$ cat config.mk
export PLATFORM = sky130hd
export DESIGN_NAME = banco_reg_rtc
export DESIGN_NICKNAME = d
export VERILOG_FILES = /design/src/rtl/banco_reg_pkg.sv /design/src/rtl/bcd_valido.sv /design/src/rtl/banco_reg_rtc.sv
export SDC_FILE = /design/constraint.sdc
export NUM_CORES = 1
export LEC_CHECK = 0
export BUFFER_PORTS_ARGS = -buffer_cell sky130_fd_sc_hd__buf_2
export CAP_MARGIN = 25
export CORE_MARGIN = 8
export CORE_UTILIZATION = 44
export CTS_CLUSTER_DIAMETER = 60
export DETAILED_ROUTE_END_ITERATION = 8
export PLACE_DENSITY_LB_ADDON = 0.05
export SLEW_MARGIN = 0
export SYNTH_ARGS = -nofsm -noshare
export SYNTH_HDL_FRONTEND = slang
export SYNTH_SLANG_ARGS = --single-unit
export TNS_END_PERCENT = 10
$ cat constraint.sdc
create_clock -name clk -period 6.45 [get_ports clk]
set_input_delay 1.29 -clock clk [delete_from_list [all_inputs] [get_ports clk]]
set_output_delay 1.29 -clock clk [all_outputs]
set_load 0.05 [all_outputs]
$ cat src/rtl/banco_reg_pkg.sv
// rtl/banco_reg_pkg.sv - shared types and constants for the RTC register bank
//
// Purpose : state encoding of the capture sequencer, default bank geometry
//           and the RTC field address map.
// Ports   : none (package).
package banco_reg_pkg;

   localparam int N_REG_DEF = 9;
   localparam int ANCHO_DEF = 8;

   typedef enum logic [1:0] {
      REPOSO  = 2'd0,
      BARRIDO = 2'd1,
      FIN     = 2'd2
   } estado_t;

   localparam logic [3:0] DIR_SEG      = 4'd0;
   localparam logic [3:0] DIR_MIN      = 4'd1;
   localparam logic [3:0] DIR_HORA     = 4'd2;
   localparam logic [3:0] DIR_DIA      = 4'd3;
   localparam logic [3:0] DIR_MES      = 4'd4;
   localparam logic [3:0] DIR_ANO      = 4'd5;
   localparam logic [3:0] DIR_SEG_TMR  = 4'd6;
   localparam logic [3:0] DIR_MIN_TMR  = 4'd7;
   localparam logic [3:0] DIR_HORA_TMR = 4'd8;

endpackage

$ cat src/rtl/bcd_valido.sv
// rtl/bcd_valido.sv - combinational packed-BCD validity check
//
// Purpose : flags a byte as valid BCD when every nibble is 0..9.
// Ports   : dato   in  ANCHO  byte under test
//           valido out 1      1 when all nibbles are <= 9
module bcd_valido #(
   parameter int ANCHO = 8
) (
   input  logic [ANCHO-1:0] dato,
   output logic             valido
);

   always_comb begin
      valido = 1'b1;
      for (int n = 0; n < ANCHO / 4; n++) begin
         if (dato[4*n +: 4] > 4'd9) begin
            valido = 1'b0;
         end
      end
   end

endmodule

$ cat src/rtl/banco_reg_rtc.sv
// rtl/banco_reg_rtc.sv - RTC time/date register bank with capture sequencer
//
// Purpose : on iniciar, sweeps selector 0..N_REG-1 and stores each byte from
//           the field mux; accepts single-byte external edits while idle and
//           serves a registered read port.
// Config  : BANCO_BCD_CHECK_EN - reject non-BCD writes and raise sticky
//           error_bcd; undefined: writes stored unchecked, error_bcd = 0.
// Ports   : clk, rst_n              clock, synchronous active-low reset
//           iniciar                 start-sweep request (idle only)
//           dato_reg  / selector    field mux data in / address out
//           ocupado, listo          busy level, sweep-complete pulse
//           we_ext, dir_ext, dato_ext  external single-byte write
//           dir_lect / dato_lect    read address / registered read data
//           error_bcd               sticky BCD error flag
module banco_reg_rtc
   import banco_reg_pkg::*;
#(
   parameter int N_REG = N_REG_DEF,
   parameter int ANCHO = ANCHO_DEF
) (
   input  logic             clk,
   input  logic             rst_n,
   input  logic             iniciar,
   input  logic [ANCHO-1:0] dato_reg,
   output logic [3:0]       selector,
   output logic             ocupado,
   output logic             listo,
   input  logic             we_ext,
   input  logic [3:0]       dir_ext,
   input  logic [ANCHO-1:0] dato_ext,
   input  logic [3:0]       dir_lect,
   output logic [ANCHO-1:0] dato_lect,
   output logic             error_bcd
);

   localparam logic [3:0] DIR_ULTIMA = 4'(N_REG - 1);

   estado_t          estado_q,    estado_d;
   logic [3:0]       contador_q,  contador_d;
   logic             ocupado_q,   ocupado_d;
   logic             listo_q,     listo_d;
   logic [ANCHO-1:0] dato_lect_q, dato_lect_d;
   logic [ANCHO-1:0] banco_q [N_REG];
   logic [ANCHO-1:0] banco_d [N_REG];

   // Single write port shared by the sweep and external edits; the FSM state
   // decides who owns it, so the two sources can never collide.
   logic             wr_en;
   logic [3:0]       wr_dir;
   logic [ANCHO-1:0] wr_dato;
   logic             wr_valido;

   always_comb begin
      wr_en   = 1'b0;
      wr_dir  = 4'd0;
      wr_dato = '0;
      case (estado_q)
         BARRIDO: begin
            wr_en   = 1'b1;
            wr_dir  = contador_q;
            wr_dato = dato_reg;
         end
         REPOSO: begin
            if (we_ext && (dir_ext <= DIR_ULTIMA)) begin
               wr_en   = 1'b1;
               wr_dir  = dir_ext;
               wr_dato = dato_ext;
            end
         end
         default: ;
      endcase
   end

`ifdef BANCO_BCD_CHECK_EN
   logic error_bcd_q, error_bcd_d;

   bcd_valido #(.ANCHO(ANCHO)) u_bcd_valido (
      .dato   (wr_dato),
      .valido (wr_valido)
   );

   // Accepting iniciar clears the flag; a rejected write in the same cycle
   // (external edit alongside iniciar) still sets it.
   always_comb begin
      error_bcd_d = error_bcd_q;
      if ((estado_q == REPOSO) && iniciar) begin
         error_bcd_d = 1'b0;
      end
      if (wr_en && !wr_valido) begin
         error_bcd_d = 1'b1;
      end
   end

   always_ff @(posedge clk) begin
      if (!rst_n) begin
         error_bcd_q <= 1'b0;
      end else begin
         error_bcd_q <= error_bcd_d;
      end
   end

   assign error_bcd = error_bcd_q;
`else
   assign wr_valido = 1'b1;
   assign error_bcd = 1'b0;
`endif

   // Sequencer. The counter doubles as the selector: it is held at 0 outside
   // BARRIDO so selector reads 0 in REPOSO and FIN without extra decode.
   always_comb begin
      estado_d   = estado_q;
      contador_d = contador_q;
      case (estado_q)
         REPOSO: begin
            if (iniciar) begin
               estado_d   = BARRIDO;
               contador_d = 4'd0;
            end
         end
         BARRIDO: begin
            if (contador_q == DIR_ULTIMA) begin
               estado_d   = FIN;
               contador_d = 4'd0;
            end else begin
               contador_d = contador_q + 4'd1;
            end
         end
         FIN: begin
            estado_d   = REPOSO;
            contador_d = 4'd0;
         end
         default: begin
            estado_d   = REPOSO;
            contador_d = 4'd0;
         end
      endcase
      ocupado_d = (estado_d != REPOSO);
      listo_d   = (estado_d == FIN);
   end

   always_comb begin
      for (int i = 0; i < N_REG; i++) begin
         banco_d[i] = banco_q[i];
         if (wr_en && wr_valido && (wr_dir == 4'(i))) begin
            banco_d[i] = wr_dato;
         end
      end
   end

   // Read uses the pre-write contents, so a same-cycle write is seen next read.
   always_comb begin
      dato_lect_d = '0;
      if (dir_lect <= DIR_ULTIMA) begin
         dato_lect_d = banco_q[dir_lect];
      end
   end

   always_ff @(posedge clk) begin
      if (!rst_n) begin
         estado_q    <= REPOSO;
         contador_q  <= 4'd0;
         ocupado_q   <= 1'b0;
         listo_q     <= 1'b0;
         dato_lect_q <= '0;
         for (int i = 0; i < N_REG; i++) begin
            banco_q[i] <= '0;
         end
      end else begin
         estado_q    <= estado_d;
         contador_q  <= contador_d;
         ocupado_q   <= ocupado_d;
         listo_q     <= listo_d;
         dato_lect_q <= dato_lect_d;
         for (int i = 0; i < N_REG; i++) begin
            banco_q[i] <= banco_d[i];
         end
      end
   end

   assign selector  = contador_q;
   assign ocupado   = ocupado_q;
   assign listo     = listo_q;
   assign dato_lect = dato_lect_q;

endmodule
**After elaboration in Yosys (flattened, before gate mapping)**

Memories as Yosys holds them, arrays and structs flattened. A register that Yosys moved wholly into a read port is not among the register bits.
Cells that the tools add are included.

- Flip-flop bits (word level): 8
- Memories: 1
- RAM bits: 72
- Logic and storage cells: 94

Memory list:

| name | depth | width | rd ports | clocked after memory_dff | wr ports | line | text |
|---|---|---|---|---|---|---|---|
| banco_q | 9 | 8 | 1 | 1 | 9 | banco_reg_rtc.sv:43 | `logic [ANCHO-1:0] banco_q [N_REG];` |

- Magnitude comparators: 2
- Reduce and logical (&&, ||, !) cells: 24
- Eq/ne operators: 21
- Add/subtract/negate cells: 1
- Multiplexer cells: 32
- Bitwise logic cells: 9

Operator list:

| cell | number |
|---|---|
| two-way mux 8 bit | 19 |
| AND reduction 2 bit | 10 |
| equality test 4 x 3 -> 1 bit, second input constant | 4 |
| one-hot mux 4 bit (2 select lines) | 2 |
| one-hot mux 8 bit (2 select lines) | 1 |
| two-way mux 4 bit | 3 |
| logical AND 1 bit | 10 |
| != test 1 bit, second input constant | 9 |
| OR 1 bit | 9 |
| equality test 4 x 2 -> 1 bit, second input constant | 2 |
| equality test 4 bit, second input constant | 2 |
| less-or-equal comparator 4 bit, second input constant | 2 |
| adder 4 x 1 -> 4 bit, second input constant | 1 |
| equality test 4 x 1 -> 1 bit, second input constant | 1 |
| zero test 4 bit | 1 |
| two-way mux 2 bit | 2 |
| one-hot mux 2 bit (2 select lines) | 1 |
| two-way mux 1 bit | 3 |
| equality test 2 x 1 -> 1 bit, second input constant | 1 |
| equality test 2 bit, second input constant | 1 |
| zero test 2 bit | 1 |
| != test 2 bit, second input constant | 1 |
| one-hot mux 1 bit (2 select lines) | 1 |
| nonzero test 2 bit | 1 |
| zero test 1 bit | 1 |

**Longest topological paths before layout**

Gate-level depths: netlist of run 1.

- Word-level depth: 9
- Mapped depth: 7

**Worst setup path after synthesis of run 1**

Ideal clock, no wire load.

- Kind: input -> register
- Start: in dir_ext[0]
- End: mem banco_q[2][0] (enable)
- Arrival time: 3,063 ps
- Path slack: 3,014 ps
- Stages: 6
- Library setup time: 374 ps
- Path through: or3_4 > a311o_1 > buf_6 > nand2b_4 > or3_1 > o21ai_1

RTL lines:

| element | line | text |
|---|---|---|
| start: declaration | banco_reg_rtc.sv:29 | `input logic [3:0] dir_ext,` |
| end: declaration | banco_reg_rtc.sv:43 |  |

==> results of run 1 <==
layout by cell type (no fill, tap or decap), types with 2 or more instances in the layout:
cell type / netlist / final
edfxtp_1: 72 / 72
buf_2: 4 / 43
nor2_1: 20 / 20
mux4_2: 16 / 16
dfxtp_1: 16 / 16
a21oi_1: 11 / 11
o21ai_0: 9 / 9
clkbuf_8: 0 / 9
nand2_1: 8 / 8
a32oi_1: 8 / 8
mux2i_1: 8 / 8
o21ai_1: 7 / 7
a211oi_1: 9 / 7
buf_4: 1 / 7
inv_1: 6 / 6
nand2b_1: 5 / 5
and2_1: 4 / 4
or2_2: 4 / 4
nor4_1: 3 / 3
or3_1: 3 / 3
a21boi_0: 3 / 3
bufinv_16: 0 / 3
nand4bb_1: 2 / 2
a211oi_2: 0 / 2
nand3_1: 2 / 2
nor3_1: 2 / 2
ha_1: 2 / 2
inv_6: 0 / 2
sequential cells by signal, indices dropped and copies added, names as in the netlist:
| register | cells |
|---|---|
| listo | 1 |
| ocupado | 1 |
| estado_q | 2 |
| selector | 4 |
| dato_lect | 8 |
| banco_q | 72 |
cells by family (layout without fill, tap and decap cells):
group	count (synthesis)	in the layout	share of synthesized area
flip-flops	88	88	0.662
AND/OR/NAND/NOR	60	60	0.0884
AO/OA/AOI/OAI	55	55	0.0997
multiplexers	24	24	0.117
buffers and inverters	21	73	0.0253
adder cells (fa/ha/maj)	2	2	0.00667
other	1	1	0.000999
critical path, cell delays in order:
cell and delay [ps]:
buf_2 110, or3_4 390, a311o_1 520, nand2b_4 210
or3_1 340, o21ai_1 610
routing by layer:
| metal | GRT usage | share of wire |
|---|---|---|
| met4 | 0.0411 | 0.0099 |
| met2 | 0.208 | 0.45 |
| met1 | 0.191 | 0.49 |
| met3 | 0.0393 | 0.051 |
| met5 | 0 | 0 |
cell type report:
class / instances / area share
Inverter: 6 / 0.00519
Sequential cell: 88 / 0.572
Tap cell: 105 / 0.0303
Clock buffer: 10 / 0.0294
Timing Repair Buffer: 51 / 0.0634
Clock inverter: 6 / 0.0265
Multi-Input combinational cell: 142 / 0.273
worst max-delay path by stage:
stage,start,to,slack (ps),cells after the start
after floorplan,dir_ext[0],banco_q[2][0],3010,6
after global placement,dir_ext[0],banco_q[5][5],2640,5
after detailed placement,dir_ext[0],banco_q[2][4],2600,6
after CTS,dir_ext[0],banco_q[2][7],2970,6
after global routing,dir_ext[0],banco_q[2][7],2880,6
final,dir_ext[0],banco_q[6][6],2950,6
power breakdown:
group / total, mW / switching, mW / internal [mW] / leakage (nW)
registers: 0.659 / 0.0124 / 0.646 / 0.876
clock network: 0.455 / 0.195 / 0.260 / 0.117
logic: 0.120 / 0.0737 / 0.0460 / 0.612
==> results.ini, run 1 <==
[critical_path]
worstPathRequired_ps = 6420
r2r_slack_ps = 3410
path_max_fanout = 10
startpoint_type = primary input
worstSetupPathType = in2reg
r2r_end = banco_q[6][6]
critical_path_arrival_ps = 3470
critPathCaptureType = register
ff2ff_path_depth = 5
rr_startpoint = estado_q[0]

[clock_tree]
clock-sinks = 88
cts_hold_buffers = 0
post_cts_buffers = 0
post_cts_resized = 0
clockRootBuffer = clkbuf_8
clock_path_buffers = 2
cts_tree = built
clock_latency_ps = 350
path_clk_slew_ps = 90
htree_levels = 3
numCtsBuffers = 9

[global_routing]
first_global_vias = 2240
grt_pass1_wl_um = 12200
gr-total-overflow = 0
grt_max_degree = 28
antenna_found_initial = 0
track_usage = 0.139

[layout]
multi_input_area_sq_um = 1180
stdcell_area_sq_um = 4340
n_antenna_cell = 0
syn2layout_area_growth_pct = 15.6
register_area_sq_um = 2480
final_nets = 328
fill_cells = 708
final_cells = 408
post_route_cells_drive_above_1_share = 0.300
fin_util = 0.525

[sta]
setup_slack_ps = 2950
tns_ps = 0
min_period_over_period = 0.542
finalSetupViolCount = 0
drv_slew = 0
skew_ps = 12.0
max_freq_mhz = 286
fin_crit_ps = 3500
rsz0062_at_grt = false
worst_hold_slack_ps = 483
finalHoldViolCount = 0
slew_headroom = 0.427
worst_pin_slew_ps = 854

[synthesis]
yosysMostFrequentCell = edfxtp_1
ys.flop_type = edfxtp_1
ys_seq_area_frac = 0.662
netlist_instances = 251
synth-seq-cells = 88
synth_top_cell_area_share = 0.576
async_flop_share = 0
syn_area_sq_um = 3750
synth_top_area_cell = edfxtp_1
netlist_top_cells_count = 72 x edfxtp_1, 20 x nor2_1, 16 x dfxtp_1, 16 x mux4_2, 11 x a21oi_1
syn_nets = 281
yosys-top-cells-area = edfxtp_1 58%, mux4_2 9.6%, dfxtp_1 8.5%, mux2i_1 2.1%, nor2_1 2.0%
synth.distinct_cells = 43
synth_enable_flop_cells = 72
yosys_warnings = 0
avgSynthCellArea_sq_um = 14.9

[floorplan]
ios = 43
die_w_um = 108
core_area_sq_um = 8260
start_util = 0.454
die_area_sq_um = 11700
die_h_um = 108
row_count = 33

[pwr]
worst_ir_drop_vdd_uv = 103
p_total_mw = 1.23
pwr_density_cell_nw_per_um2 = 284
leakage_nw = 1.61

[place]
place_inst = 390
dp.final_hpwl_um = 5580
dpl_worst_slack_ps = 2600
io_buffers = 41
gp_congestion = 0.763
place_area_sq_um = 4080

[routing]
drt-total-wl_um = 7790
via_per_inst = 5.42
vias = 2213
avgRoutedWirePerCell_um = 19.1
first_pass_iters = 4
antenna_left = 0
drt_iter0_markers = 128
drc = 0

[hold_path]
whs_path_depth = 2
min_path_type = reg2reg
timing.hold.worst_endpoint = dato_lect[0]
hold_start = banco_q[8][0]

[run]
drv_cap = 0

[status]
status = finished clean

Note: power is estimated with default switching activity, not from simulation.
==> run 2: changes to the inputs <==
--- a/config.mk
+++ b/config.mk
@@ -5,6 +5,7 @@
 export SDC_FILE = /design/constraint.sdc
 export NUM_CORES = 1
 export LEC_CHECK = 0
+export ABC_AREA = 1
 export BUFFER_PORTS_ARGS = -buffer_cell sky130_fd_sc_hd__buf_2
 export CAP_MARGIN = 25
 export CORE_MARGIN = 8
==> constraint.sdc (replaced) <==
create_clock -name clk -period 3.1 [get_ports clk]
set_input_delay 0.62 -clock clk [delete_from_list [all_inputs] [get_ports clk]]
set_output_delay 0.62 -clock clk [all_outputs]
set_load 0.05 [all_outputs]
==> run 2 against run 1 <==
Critical path depth increased by 3. Combinational power grew 140%. Power grew 110%. Sequential power is 110% higher. Sequential share of layout area grew 0.43 points. Final cell count increased by 22%. Flip-flop and latch count did not move. Wire length is 22% higher. Clock power rose by 96%. Highest routed layer unchanged.
==> results.ini, run 2 <==
[floorplan]
core_area_sq_um = 8260  ; unchanged
ios = 43  ; unchanged
die_w_um = 109  ; +0.22%
start_util = 0.457  ; +0.00227
die_h_um = 109  ; +0.22%
row_count = 33  ; unchanged
die_area_sq_um = 11800  ; +0.43%

[sta]
setup_slack_ps = 623  ; -2330 ps
min_period_over_period = 0.799
drv_slew = 0  ; unchanged
skew_ps = 14.6  ; +2.61 ps
tns_ps = 0  ; unchanged
worst_pin_slew_ps = 655  ; -199 ps
max_freq_mhz = 404
finalSetupViolCount = 0  ; unchanged
fin_crit_ps = 2480
slew_headroom = 0.563  ; +0.136
finalHoldViolCount = 0  ; unchanged
rsz0062_at_grt = false

[synthesis]
synth.distinct_cells = 32  ; -26%
ys_seq_area_frac = 0.658  ; -0.00329
yosys-top-cells-area = edfxtp_1 57%, dfxtp_1 8.5%, o21ai_0 4.9%, nor2_1 4.6%, nand2_1 4.3%
synth_xor_area_frac = 0.00464  ; +0.00464
syn_area_sq_um = 3770  ; +0.50%
async_flop_share = 0  ; unchanged
syn_nets = 375  ; +33%
synth_enable_flop_cells = 72  ; unchanged
yosys_warnings = 0  ; unchanged
muxShareOfSynthArea = 0  ; -0.117
avgSynthCellArea_sq_um = 10.9  ; -27%
netlist_top_cells_count = 72 x edfxtp_1, 46 x nor2_1, 43 x nand2_1
ys.flop_type = edfxtp_1
synth_top_area_cell = edfxtp_1
synth-compound-area-share = 0.128  ; +0.0284
synth-seq-cells = 88  ; unchanged
synth_simple_gate_area_frac = 0.148  ; +0.0593
synth_top_cell_area_share = 0.573  ; -0.00287
synth_top_family_by_area = simple AND/OR/NAND/NOR gates
synthAdderAreaFrac = 0.00664  ; -0.0000332
netlist_instances = 345  ; +37%
yosysMostFrequentCell = edfxtp_1

[layout]
final_cell_mix = 72 x edfxtp_1, 46 x nor2_1, 43 x nand2_1
n_antenna_cell = 0  ; unchanged
regMostFlops = banco_q
final_nets = 418  ; +27%
stdcell_area_sq_um = 4310  ; -0.75%
post_route_cells_drive_above_1_share = 0.193  ; -0.107
largest_reg_flops = 72  ; unchanged
syn2layout_area_growth_pct = 14.2
mostFrequentLayoutCell = edfxtp_1

[pwr]
clkPwrFrac = 0.347  ; -0.022
p_total_mw = 2.57  ; +110%
seqPwrFrac = 0.541  ; +0.007
pwr_density_cell_nw_per_um2 = 597  ; +110%
p_int_mw = 1.91  ; +100%
leakage_nw = 1.74  ; +8.5%
worst_ir_drop_vdd_uv = 204  ; +99%
p_switching_mw = 0.663  ; +140%
switching_share = 0.258  ; +0.0302
combPwrFrac = 0.112  ; +0.015

[place]
dpl_worst_slack_ps = 533  ; -2070 ps
place_area_sq_um = 4080  ; about the same
gp_congestion = 0.781  ; +2.4%
io_buffers = 41  ; unchanged
dp.final_hpwl_um = 6150  ; +10%

[clock_tree]
numCtsBuffers = 9  ; unchanged
clock_path_buffers = 2  ; unchanged
post_cts_buffers = 0  ; unchanged
cts_hold_buffers = 0  ; unchanged
clock_latency_ps = 370  ; +20 ps
htree_levels = 3  ; unchanged
clockRootBuffer = clkbuf_8
path_clk_slew_ps = 100  ; about the same
post_cts_resized = 0  ; unchanged
clock-sinks = 88  ; unchanged
cts_tree = built

[global_routing]
gr-total-overflow = 0  ; unchanged
track_usage = 0.170  ; +0.0314
grt_pass1_wl_um = 14700  ; +21%
antenna_found_initial = 0  ; unchanged
grt_max_degree = 33  ; +18%
first_global_vias = 2770  ; +24%

[routing]
vias = 2675  ; +21%
drc = 0  ; unchanged
via_per_inst = 5.37  ; -0.97%
drt_iter0_markers = 179  ; +40%
drt-total-wl_um = 9500  ; +22%
first_pass_iters = 4  ; unchanged
avgRoutedWirePerCell_um = 19.1  ; -0.16%
antenna_left = 0  ; unchanged

[critical_path]
worstPathRequired_ps = 3100  ; -3320 ps
critical_path_arrival_ps = 2480  ; -990 ps
path_max_fanout = 12  ; +2
critPathCaptureType = register
startpoint_type = register
worstSetupPathType = reg2reg

[run]
drv_cap = 0  ; unchanged

[hold_path]
min_path_type = reg2reg

[status]
status = finished clean

[run 2: power by group through the flow]
stage	logic (mW)	clock network, mW	registers [mW]
3_5_place_dp	0.287	0	1.42
2_1_floorplan	0.160	0	1.44
6_report	0.288	0.892	1.39
4_1_cts	0.289	0.901	1.39
3_3_place_gp	0.285	0	1.42
5_1_grt	0.316	0.950	1.40
[run 2: area by class of cell]
class / instances / area (sq um)
Clock buffer: 9 / 124
Clock inverter: 7 / 101
Fill cell: 772 / 3950
Inverter: 37 / 139
Multi-Input combinational cell: 206 / 1090
Sequential cell: 88 / 2480
Tap cell: 105 / 131
Timing Repair Buffer: 46 / 243
[run 2: per-layer routing]
| metal | GRT usage | vias to the layer above | part of all wire |
|---|---|---|---|
| li1 | - | 1301 | - |
| met3 | 0.0387 | 7 | 0.056 |
| met2 | 0.282 | 69 | 0.49 |
| met5 | 0 | - | 0 |
| met1 | 0.213 | 1298 | 0.45 |
| met4 | 0.0606 | 0 | 0.0092 |
[run 2: logic make-up (layout without fill, tap and decap cells)]
group | count (synthesis) | count (layout)
AOI/OAI and AO/OA | 79 | 79
xor gates and xnor gates | 2 | 2
adders and majority gates | 2 | 2
buffers and inverters | 51 | 99
DFF | 88 | 88
other | 1 | 1
and+or+nand+nor | 122 | 122
[run 2: critical path: stages (launching register included)]
cell and delay (ps):
dfxtp_1 450, inv_2 160, nand2_2 90, nor2_2 390, nand2_1 150, a21boi_0 230
nand2_1 80, nor2_1 130, nand2_1 70, nand2_1 360
[run 2: per-stage QoR]
step | utilization | cells | hold slack [ps]
5_1_grt | 0.522 | 498 | 501
4_1_cts | 0.522 | 498 | 480
3_5_place_dp | 0.494 | 482 | 458
6_report | 0.522 | 498 | 482
3_3_place_gp | 0.494 | 482 | 451
2_1_floorplan | - | 345 | 443
[run 2: path summary, 6_finish.rpt]
path                                    start             to  slack, ps  cells past startpoint
worst min register to register  banco_q[8][3]   dato_lect[3]        480                      2
worst min-delay path            banco_q[8][3]   dato_lect[3]        480                      2
worst max register to register    estado_q[0]  banco_q[4][2]        620                      9
worst max-delay path              estado_q[0]  banco_q[4][2]        620                      9
==> run 3: changes to the inputs <==
--- a/config.mk
+++ b/config.mk
@@ -5,7 +5,7 @@
 export SDC_FILE = /design/constraint.sdc
 export NUM_CORES = 1
 export LEC_CHECK = 0
-export ABC_AREA = 1
+export ABC_AREA = 0
 export BUFFER_PORTS_ARGS = -buffer_cell sky130_fd_sc_hd__buf_2
 export CAP_MARGIN = 25
 export CORE_MARGIN = 8
==> constraint.sdc (replaced) <==
create_clock -name clk -period 2.5 [get_ports clk]
set_input_delay 0.5 -clock clk [delete_from_list [all_inputs] [get_ports clk]]
set_output_delay 0.5 -clock clk [all_outputs]
set_load 0.05 [all_outputs]
==> run 3 against run 2 <==
Non-clock buffer count up 44. Die area down 0.43%. Flip-flop and latch count unchanged. First-iteration DRC count down 39%. Register-to-register slack worse by 450 ps. Worst setup slack worse by 460 ps. Count of clock-buffer cells in the layout up 3. Worst hold slack worse by 18 ps. Critical endpoint is now banco_q[2][2]. Highest routed layer unchanged.
==> results.ini, run 3 (synthesis results as in run 1) <==
[pwr]
leakage_nw = 1.81  ; +3.7%
p_int_mw = 2.41  ; +26%
clkPwrFrac = 0.344  ; -0.003
p_switching_mw = 0.733  ; +11%
combPwrFrac = 0.119  ; +0.007
pwr_density_cell_nw_per_um2 = 676  ; +13%
switching_share = 0.233  ; -0.0249
worst_ir_drop_vdd_uv = 305  ; +49%
seqPwrFrac = 0.537  ; -0.004

[layout]
multi_input_area_sq_um = 1190  ; +10%
final_cells = 447  ; -10%
fin_util = 0.563  ; +0.0417
n_antenna_cell = 0  ; unchanged
fill_cells = 696  ; -9.8%
register_area_sq_um = 2480  ; about the same
largest_reg_flops = 72  ; unchanged
final_nets = 367  ; -12%
regMostFlops = banco_q
mostFrequentLayoutCell = edfxtp_1
final_cell_mix = 72 x edfxtp_1, 48 x buf_4, 41 x buf_2
post_route_cells_drive_above_1_share = 0.389  ; +0.196
syn2layout_area_growth_pct = 23.9

[clock_tree]
path_clk_slew_ps = 80  ; -20 ps
htree_levels = 3  ; unchanged
post_cts_buffers = 0  ; unchanged
clockRootBuffer = clkbuf_8
cts_tree = built
numCtsBuffers = 9  ; unchanged
clock_latency_ps = 360  ; about the same
clock_path_buffers = 2  ; unchanged
clock-sinks = 88  ; unchanged

[routing]
vias = 2329  ; -13%
drc = 0  ; unchanged
avgRoutedWirePerCell_um = 18.2  ; -4.3%
drt-total-wl_um = 8160  ; -14%
antenna_left = 0  ; unchanged
drt_iter0_markers = 109  ; -39%
first_pass_iters = 4  ; unchanged
via_per_inst = 5.21  ; -3.0%

[floorplan]
ios = 43  ; unchanged
core_area_sq_um = 8260  ; unchanged
die_area_sq_um = 11700  ; -0.43%
die_w_um = 108  ; -0.22%
row_count = 33  ; unchanged
start_util = 0.454  ; -0.00227
die_h_um = 108  ; -0.22%

[sta]
worst_pin_slew_ps = 572  ; -83.5 ps
max_freq_mhz = 427
finalHoldViolCount = 0  ; unchanged
min_period_over_period = 0.936
skew_ps = 14.7  ; +0.0347 ps
drv_slew = 0  ; unchanged
fin_crit_ps = 2340
slew_headroom = 0.618  ; +0.0554
finalSetupViolCount = 0  ; unchanged
rsz0062_at_grt = false

[critical_path]
crit_family = simple AND/OR/NAND/NOR gates
r2r_slack_ps = 170  ; -450 ps
worstPathRequired_ps = 2520  ; -580 ps
max_stage_delay_ps = 390  ; -60 ps
startpoint_type = primary input
critPathCaptureType = register
cp.buffers_inverters = 2  ; +1
worstSetupPathType = in2reg
path_cells = buf_2 -> or3_4 -> a311o_1 -> buf_4 -> nand2b_4 -> or3_1 -> o21ai_4
path_max_fanout = 8  ; -4
critical_path_arrival_ps = 2360  ; -120 ps
crit_slowest_cell = or3_4

[global_routing]
gr-total-overflow = 0  ; unchanged
grt_max_degree = 18  ; -45%
antenna_found_initial = 0  ; unchanged
first_global_vias = 2346  ; -15%
grt_pass1_wl_um = 12900  ; -12%
track_usage = 0.147  ; -0.0232

[place]
io_buffers = 41  ; unchanged
dp.final_hpwl_um = 6050  ; -1.6%
gp_congestion = 0.774  ; -0.88%
place_inst = 431  ; -11%

[run]
drv_cap = 0  ; unchanged

[status]
status = finished clean

[hold_path]
min_path_type = in2reg

-- run 3: cell types whose count changed in the layout (fill, tap and decap cells not counted), moves of 15 or more --
cell,delta
buf_4,+43
nand2_1,-35
inv_1,-29
o21ai_0,-28
nor2_1,-26
mux4_2,+16
nand3_1,-16
o22ai_1,-15
-- run 3: cell type report --
| cell class | count | share of cell area |
|---|---|---|
| flip-flops and latches | 88 | 0.534 |
| multi-input cells | 142 | 0.257 |
| repair buffers | 90 | 0.126 |
| clock buffers | 12 | 0.0379 |
| well taps | 105 | 0.0282 |
| clock inverters | 4 | 0.0121 |
| inverters | 6 | 0.00484 |
-- run 3: per-stage QoR --
stage | setup slack (ps) | cell area, sq um | setup TNS [ps] | total power [mW] | hold slack, ps
final | 160 | 4650 | 0 | 3.14 | 464
after global routing | 30.0 | 4650 | 0 | 3.27 | 472
after floorplan | -58.2 | 3770 | -1830 | 1.95 | 447
after global placement | -228 | 4410 | -9430 | 2.10 | 467
after detailed placement | -225 | 4410 | -9920 | 2.10 | 466
after CTS | 39.8 | 4640 | 0 | 3.18 | 458
-- run 3: final timing paths --
path            startpoint             to  cells after the start
min                iniciar    estado_q[0]                      3
max reg2reg    estado_q[0]  banco_q[2][2]                      7
min reg2reg  banco_q[8][1]   dato_lect[1]                      2
max             dir_ext[0]  banco_q[2][2]                      7
-- run 3: repair_timing --
action                                  CTS  global route
gates resized for setup                   0             2
endpoints found under the setup margin    0            52
endpoints found under the hold margin     0             0
hold buffers                              0             0
-- run 3: tightest hold or removal path: stages --
cell,delay [ps]
buf_2,110
nand2_1,50
a21boi_0,110
-- run 3: routing by layer --
metal  global-route usage  part of all wire
met5                    0                 0
met4               0.0381            0.0065
met3               0.0428             0.045
met2                0.209              0.43
met1                0.214              0.52
-- run 3: power groups by stage --
stage	clock [mW]	sequential, mW	combinational (mW)
CTS	1.11	1.69	0.377
global route	1.17	1.70	0.407
finish	1.08	1.69	0.373
global placement	0	1.72	0.374
detailed placement	0	1.72	0.375
floorplan	0	1.75	0.199
